[config.mk]
export PLATFORM = sky130hd
export DESIGN_NAME = uart_apb_regs_p
export DESIGN_NICKNAME = d
export VERILOG_FILES = /design/src/rtl/uart_apb_pkg.sv /design/src/rtl/uart_apb_int_ctrl.sv /design/src/rtl/uart_apb_regs_p.sv
export SDC_FILE = /design/constraint.sdc
export NUM_CORES = 1
export LEC_CHECK = 0
export BUFFER_PORTS_ARGS = -buffer_cell sky130_fd_sc_hd__buf_2
export CORE_ASPECT_RATIO = 1.4
export CORE_MARGIN = 1
export CORE_UTILIZATION = 51
export DETAILED_ROUTE_END_ITERATION = 10
export PLACE_DENSITY = 0.84
export REMOVE_ABC_BUFFERS = 1
export SLEW_MARGIN = 5
export SYNTH_ARGS = -nofsm -noshare
export SYNTH_HDL_FRONTEND = slang
export SYNTH_SLANG_ARGS = --single-unit
[constraint.sdc]
create_clock -name clk -period 2 [get_ports clk]
set_input_delay 0.1 -clock clk [delete_from_list [all_inputs] [get_ports clk]]
set_output_delay 0.1 -clock clk [all_outputs]
set_load 0.05 [all_outputs]
[src/rtl/uart_apb_pkg.sv]
// Shared definitions for the UART APB register slave: word indices, field
// layouts, masks and reset values.
package uart_apb_pkg;

  localparam logic [2:0] IDX_TX_DATA  = 3'd0;
  localparam logic [2:0] IDX_TOP_CTRL = 3'd1;
  localparam logic [2:0] IDX_PE_CTRL  = 3'd2;
  localparam logic [2:0] IDX_INT_EN   = 3'd3;
  localparam logic [2:0] IDX_INT_STA  = 3'd4;
  localparam logic [2:0] IDX_FIFO_STA = 3'd5;
  localparam logic [2:0] IDX_INT_MSK  = 3'd6;
  localparam logic [2:0] IDX_RX_DATA  = 3'd7;

  localparam logic [31:0] PE_CTRL_MASK = 32'hFFFF_F8FF;
  localparam logic [4:0]  WM_RST       = 5'd8;

  typedef struct packed {
    logic [2:0] rsvd29;
    logic [4:0] tx_wm;
    logic [2:0] rsvd21;
    logic [4:0] rx_wm;
    logic [3:0] rsvd12;
    logic       tx_fifo_clr;
    logic       rx_fifo_clr;
    logic       tx_logic_clr;
    logic       rx_logic_clr;
    logic [5:0] rsvd2;
    logic       rx_enable;
    logic       update;
  } top_ctrl_t;

  typedef struct packed {
    logic [11:0] clkdiv;
    logic [3:0]  oversampling;
    logic [3:0]  interval_bit;
    logic        error_ignore;
    logic [2:0]  rsvd8;
    logic        rts;
    logic        cts;
    logic        stop_bit;
    logic        parity_en;
    logic [1:0]  parity;
    logic [1:0]  data_bit;
  } pe_ctrl_t;

  // Offset relative to the base must be word aligned and inside the 32-byte window.
  function automatic logic addr_mapped(input logic [31:0] rel);
    return (rel[31:5] == 27'd0) && (rel[1:0] == 2'd0);
  endfunction

endpackage

[src/rtl/uart_apb_int_ctrl.sv]
// Sticky interrupt status with write-1-to-clear and a registered irq output.
module uart_apb_int_ctrl #(
  parameter int INT_NUM = 9
) (
  input  logic               clk,
  input  logic               rst_n,
  input  logic [INT_NUM-1:0] int_evt,
  input  logic [INT_NUM-1:0] int_en,
  input  logic               clr_we,
  input  logic [INT_NUM-1:0] clr_mask,
  output logic [INT_NUM-1:0] int_sta,
  output logic               irq
);

  logic [INT_NUM-1:0] clr;

  assign clr = clr_we ? clr_mask : '0;

  // A new event in the same cycle as its clear keeps the bit set.
  always_ff @(posedge clk or negedge rst_n) begin
    if (!rst_n) begin
      int_sta <= '0;
      irq     <= 1'b0;
    end else begin
      int_sta <= (int_sta & ~clr) | int_evt;
      irq     <= |(int_sta & int_en);
    end
  end

endmodule

[src/rtl/uart_apb_regs_p.sv]
// APB3 register slave for the UART. Define UART_APB_PSLVERR_EN to report
// illegal accesses on pslverr; otherwise they are silently ignored.
module uart_apb_regs_p
  import uart_apb_pkg::*;
#(
  parameter logic [31:0] BASE_ADDR  = 32'h4000_1000,
  parameter int          INT_NUM    = 9,
  parameter int          DATA_W     = 10,
  parameter int          CNT_W      = 5,
  parameter logic [11:0] CLKDIV_RST = 12'h16
) (
  input  logic               clk,
  input  logic               rst_n,
  input  logic               psel,
  input  logic               penable,
  input  logic               pwrite,
  input  logic [31:0]        paddr,
  input  logic [31:0]        pwdata,
  output logic [31:0]        prdata,
  output logic               pready,
  output logic               pslverr,
  output logic               tx_push,
  output logic [DATA_W-1:0]  tx_data,
  input  logic               tx_full,
  input  logic               rx_empty,
  output logic               rx_pop,
  input  logic [DATA_W-1:0]  rx_data,
  input  logic [CNT_W-1:0]   tx_num,
  input  logic [CNT_W-1:0]   rx_num,
  input  logic [INT_NUM-1:0] int_evt,
  output logic               irq,
  output logic [31:0]        top_ctrl,
  output logic [31:0]        pe_ctrl
);

  localparam logic [31:0] PE_RST = {CLKDIV_RST, 20'hF_0001};

  // APB3: setup (psel & !penable) decodes and registers prdata/pslverr;
  // access (psel & penable) completes in one cycle (pready=1) and commits at its edge.
  logic [31:0]        rel;
  logic [2:0]         idx;
  logic               mapped, setup, wr_acc, rd_acc;
  logic [4:0]         tx_wm_q, rx_wm_q;
  logic               rx_en_q;
  logic [4:0]         pulse_q;
  logic [31:0]        pe_q;
  logic [INT_NUM-1:0] int_en_q, int_sta;
  logic [31:0]        rd_val;
  top_ctrl_t          top_w, top_s, top_o;

  assign rel    = paddr - BASE_ADDR;
  assign idx    = rel[4:2];
  assign mapped = addr_mapped(rel);
  assign setup  = psel & ~penable;
  assign wr_acc = psel & penable & pwrite & mapped;
  assign rd_acc = psel & penable & ~pwrite & mapped;
  assign top_w  = pwdata;
  assign pready = 1'b1;

  always_comb begin
    top_s           = '0;
    top_s.tx_wm     = tx_wm_q;
    top_s.rx_wm     = rx_wm_q;
    top_s.rx_enable = rx_en_q;
    top_o              = top_s;
    top_o.tx_fifo_clr  = pulse_q[4];
    top_o.rx_fifo_clr  = pulse_q[3];
    top_o.tx_logic_clr = pulse_q[2];
    top_o.rx_logic_clr = pulse_q[1];
    top_o.update       = pulse_q[0];
  end

  assign top_ctrl = top_o;
  assign pe_ctrl  = pe_q;

  always_comb begin
    rd_val = '0;
    case (idx)
      IDX_TOP_CTRL: rd_val = top_s;
      IDX_PE_CTRL:  rd_val = pe_q;
      IDX_INT_EN:   rd_val[INT_NUM-1:0] = int_en_q;
      IDX_INT_STA:  rd_val[INT_NUM-1:0] = int_sta;
      IDX_FIFO_STA: begin
        rd_val[8 +: CNT_W]  = tx_num;
        rd_val[CNT_W-1:0]   = rx_num;
      end
      IDX_INT_MSK:  rd_val[INT_NUM-1:0] = int_sta & int_en_q;
      IDX_RX_DATA:  if (!rx_empty) rd_val[DATA_W-1:0] = rx_data;
      default:      rd_val = '0;
    endcase
    if (!mapped || pwrite) rd_val = '0;
  end

  always_ff @(posedge clk or negedge rst_n) begin
    if (!rst_n) begin
      prdata   <= '0;
      tx_push  <= 1'b0;
      tx_data  <= '0;
      rx_pop   <= 1'b0;
      tx_wm_q  <= WM_RST;
      rx_wm_q  <= WM_RST;
      rx_en_q  <= 1'b0;
      pulse_q  <= '0;
      pe_q     <= PE_RST;
      int_en_q <= '0;
    end else begin
      tx_push <= 1'b0;
      rx_pop  <= 1'b0;
      pulse_q <= '0;
      if (setup) prdata <= rd_val;
      if (wr_acc) begin
        case (idx)
          IDX_TX_DATA: if (!tx_full) begin
            tx_data <= pwdata[DATA_W-1:0];
            tx_push <= 1'b1;
          end
          IDX_TOP_CTRL: begin
            tx_wm_q <= top_w.tx_wm;
            rx_wm_q <= top_w.rx_wm;
            rx_en_q <= top_w.rx_enable;
            pulse_q <= {top_w.tx_fifo_clr, top_w.rx_fifo_clr,
                        top_w.tx_logic_clr, top_w.rx_logic_clr, top_w.update};
          end
          IDX_PE_CTRL: pe_q     <= pwdata & PE_CTRL_MASK;
          IDX_INT_EN:  int_en_q <= pwdata[INT_NUM-1:0];
          default: ;
        endcase
      end
      if (rd_acc && idx == IDX_RX_DATA && !rx_empty) rx_pop <= 1'b1;
    end
  end

`ifdef UART_APB_PSLVERR_EN
  logic err, pslverr_q;

  always_comb begin
    err = !mapped;
    if (pwrite && (idx == IDX_FIFO_STA || idx == IDX_INT_MSK || idx == IDX_RX_DATA)) err = 1'b1;
    if (pwrite && idx == IDX_TX_DATA && tx_full) err = 1'b1;
    if (!pwrite && idx == IDX_RX_DATA && rx_empty) err = 1'b1;
  end

  always_ff @(posedge clk or negedge rst_n) begin
    if (!rst_n) pslverr_q <= 1'b0;
    else        pslverr_q <= setup & err;
  end

  assign pslverr = pslverr_q;
`else
  assign pslverr = 1'b0;
`endif

  uart_apb_int_ctrl #(.INT_NUM(INT_NUM)) u_int_ctrl (
    .clk      (clk),
    .rst_n    (rst_n),
    .int_evt  (int_evt),
    .int_en   (int_en_q),
    .clr_we   (wr_acc && idx == IDX_INT_STA),
    .clr_mask (pwdata[INT_NUM-1:0]),
    .int_sta  (int_sta),
    .irq      (irq)
  );

endmodule

==> impl_metrics.json <==
{
  "synth_edf_count": 0,
  "numCtsBuffers": 9,
  "ant_nets": 0,
  "p_sw_uw": 1240,
  "ys_top_cells_by_area": "dfrtp_1 47%, mux2_2 13%, dfstp_2 5.1%",
  "gp_congestion": 0.930,
  "p_clk_share_pct": 39.1,
  "synth_top_area_share_pct": 47.2,
  "grt_start_max_net_pins": 46,
  "yosysTopAreaCell": "dfrtp_1",
  "holdCritPathClass": "input pin to register",
  "ys_seq_area_share_pct": 52.2,
  "grt_pass1_vias": 5323,
  "cts_sinks": 108,
  "fin_util_pct": 83.7,
  "finalWorstSetupSlack_ns": -0.275,
  "netlist_instances": 462,
  "final-seq-area_um2": 2720,
  "maxSlewViolCount": 0,
  "io_buffers": 189,
  "drtIter0Drc": 423,
  "critPathKind": "input pin to register",
  "n_fill_cell": 496,
  "cts_buffer_depth": 2,
  "final.period_utilization_pct": 114,
  "arrival_ns": 2.51,
  "ys_async_sr_fraction_pct": 100,
  "layout-drive-gt1-share_pct": 55.3,
  "hpwl_mm": 11.2,
  "finalSetupViolCount": 100,
  "root_buffer": "clkbuf_16",
  "syn_avg_cell_area_um2": 11.3,
  "cts_tree": "yes",
  "cap_violations": 0,
  "dr.pass1.iters": 7,
  "setup.worst_path.start_class": "input pin",
  "synth_top_flop_cell": "dfrtp_1",
  "ir_drop_mv": 0.730,
  "fin_setup_tns_ns": -15.59,
  "antenna_found_initial": 1,
  "worstPathMaxFanout": 9,
  "combPwrFrac_pct": 13.0,
  "gr-total-overflow": 0,
  "fp-row-count": 43,
  "synth_commonest_cells": "98 x dfrtp_1, 58 x mux2_2, 51 x nand2_1",
  "netlist_area_um2": 5200,
  "ctsHtreeMaxLevel": 3,
  "p_int_uw": 3320,
  "core_um2": 9900,
  "hold_viol": 0,
  "routedWlPerCell_um": 22.8,
  "synth_seq_cells": 108,
  "yosysMostFrequentCell": "dfrtp_1",
  "die_h_um": 121,
  "synth_cell_type_count": 52,
  "grt_pass1_wl_mm": 28.5,
  "multi_input_area_um2": 2990,
  "start_util_pct": 52.5,
  "area_growth_syn_to_layout_pct": 59.4,
  "swShare_pct": 27.2,
  "grt.total_usage_pct": 36.3,
  "die_x_um": 87.3,
  "status": "complete, but fails checks",
  "crit_path_end_kind": "register",
  "finalClockSkew_ns": 0.0114,
  "worst_slew_pin_slew_ns": 0.575,
  "io_pins": 211,
  "wl_mm": 20.2,
  "drc": 0,
  "pwr-share-seq_pct": 47.9,
  "relSlewSlack_pct": 61.7,
  "vias": 5360,
  "vias_per_cell": 6.05,
  "p_leak_uw": 0.00406,
  "clkLatencyLatePin_ns": 0.36,
  "clkSlewWorstSetupHoldPaths_ns": 0.07,
  "violations": "setup timing",
  "rsz0062_at_grt": "yes",
  "dieArea_um2": 10600,
  "fin_crit_ns": 2.27,
  "required_ns": 2.24,
  "nNetsFinal": 846,
  "yosysWarnings": 0,
  "timing.fmax_mhz": 440,
  "p_per_area_nw_per_um2": 550
}
[flip-flops by register name, summed over array words and instances, names as in the netlist]
signal              count
int_en_q                9
pe_ctrl                29
prdata                 32
pulse_q                 5
rx_en_q                 1
rx_pop                  1
rx_wm_q                 5
tx_data                10
tx_push                 1
tx_wm_q                 5
u_int_ctrl.int_sta      9
u_int_ctrl.irq          1
[cell type report]
cell class / count / share of cell area [%]
Antenna cell: 1 / 0.0302
Clock buffer: 10 / 2.88
Clock inverter: 6 / 0.664
Inverter: 14 / 0.695
Multi-Input combinational cell: 315 / 36.1
Sequential cell: 108 / 32.8
Tap cell: 135 / 2.04
Timing Repair Buffer: 297 / 24.9
[worst max-delay path, stage by stage]
cell      delay, ns
buf_8          0.09
inv_4          0.03
ha_4           0.16
buf_6          0.12
nor4_4         0.14
nand4_1        0.13
a222oi_1       0.43
buf_4          0.20
nand4_1        0.14
buf_6          0.17
buf_6          0.12
nor3_4         0.19
buf_12         0.17
mux2_4         0.31
[power by group through the flow]
| stage | Sequential, uW | Clock [uW] | Combinational (uW) |
|---|---|---|---|
| after floorplan | 2230 | 0 | 180 |
| after global placement | 2230 | 0 | 433 |
| after detailed placement | 2230 | 0 | 443 |
| after CTS | 2180 | 1770 | 540 |
| after global routing | 2180 | 1880 | 626 |
| final | 2180 | 1780 | 593 |
[repair_timing]
| action | in CTS | in global routing |
|---|---|---|
| hold endpoints to repair | 83 | 0 |
| gates cloned | 7 | 2 |
| buffers inserted | 14 | 11 |
| endpoints found under the setup margin | 74 | 105 |
| hold buffers | 36 | 0 |
| gates resized for setup | 157 | 67 |
| pin swaps | 20 | 32 |
[worst paths after layout]
| kind | startpoint | end | slack [ns] | cells past startpoint |
|---|---|---|---|---|
| max in group asynchronous | rst_n | prdata[3] | 0.97 | 3 |
| min in group asynchronous | rst_n | pe_ctrl[4] | 0.28 | 2 |
| worst min register to register | prdata[15] | prdata[15] | 0.49 | 2 |
| worst max register to register | int_en_q[4] | prdata[4] | 0.54 | 4 |
| worst min-delay path | penable | rx_pop | 0.02 | 3 |
| worst max-delay path | paddr[13] | int_en_q[1] | -0.27 | 14 |
[placed cells by master, fill, tap and decap left out, types with 6 or more instances in the layout]
| cell type | count |
|---|---|
| buf_12 | 7 |
| nand2_1 | 49 |
| mux2_4 | 59 |
| inv_1 | 12 |
| clkbuf_16 | 10 |
| conb_1 | 21 |
| dfstp_2 | 10 |
| o31ai_4 | 19 |
| dfrtp_1 | 98 |
| o21ai_2 | 20 |
| buf_4 | 45 |
| buf_2 | 186 |
| and2_1 | 6 |
| nand2b_1 | 19 |
| a32oi_1 | 6 |
| nand4_1 | 8 |
| buf_6 | 17 |
| a22oi_1 | 15 |
| dlygate4sd3_1 | 36 |
| nor2b_1 | 11 |
| nor2_1 | 9 |
[stage by stage]
stage	cells	cell area, um^2	hold WS [ns]	worst slack (ns)	total power [uW]
2_1_floorplan	437	5010	-0.196	-2.19	2410
3_3_place_gp	808	6540	0.115	-0.650	2660
3_5_place_dp	808	6540	0.130	-0.718	2670
4_1_cts	881	8000	0.00699	-0.208	4500
5_1_grt	886	8290	0.0280	-0.265	4690
6_report	886	8290	0.0185	-0.275	4560
[per-layer routing]
metal | GRT usage, % | wire length [um]
met5 | 0 | 0
met4 | 23.9 | 1370
met3 | 5.71 | 1460
met2 | 61.3 | 10300
met1 | 42.2 | 7110
[kinds of logic (layout without fill, tap and decap cells)]
logic type                 count (synthesis)  count (layout)  synth area share (%)
AOI/OAI and AO/OA                         94              94                  13.0
xor gates and xnor gates                   3               3                 0.505
adders and majority gates                  1               1                 0.241
buffers and inverters                     58             327                  5.99
DFF                                      108             108                  52.2
muxes                                     62              62                  13.4
other                                      2              22                 0.144
and+or+nand+nor                          134             134                  14.4
Power figures use the tool's default switching activity.
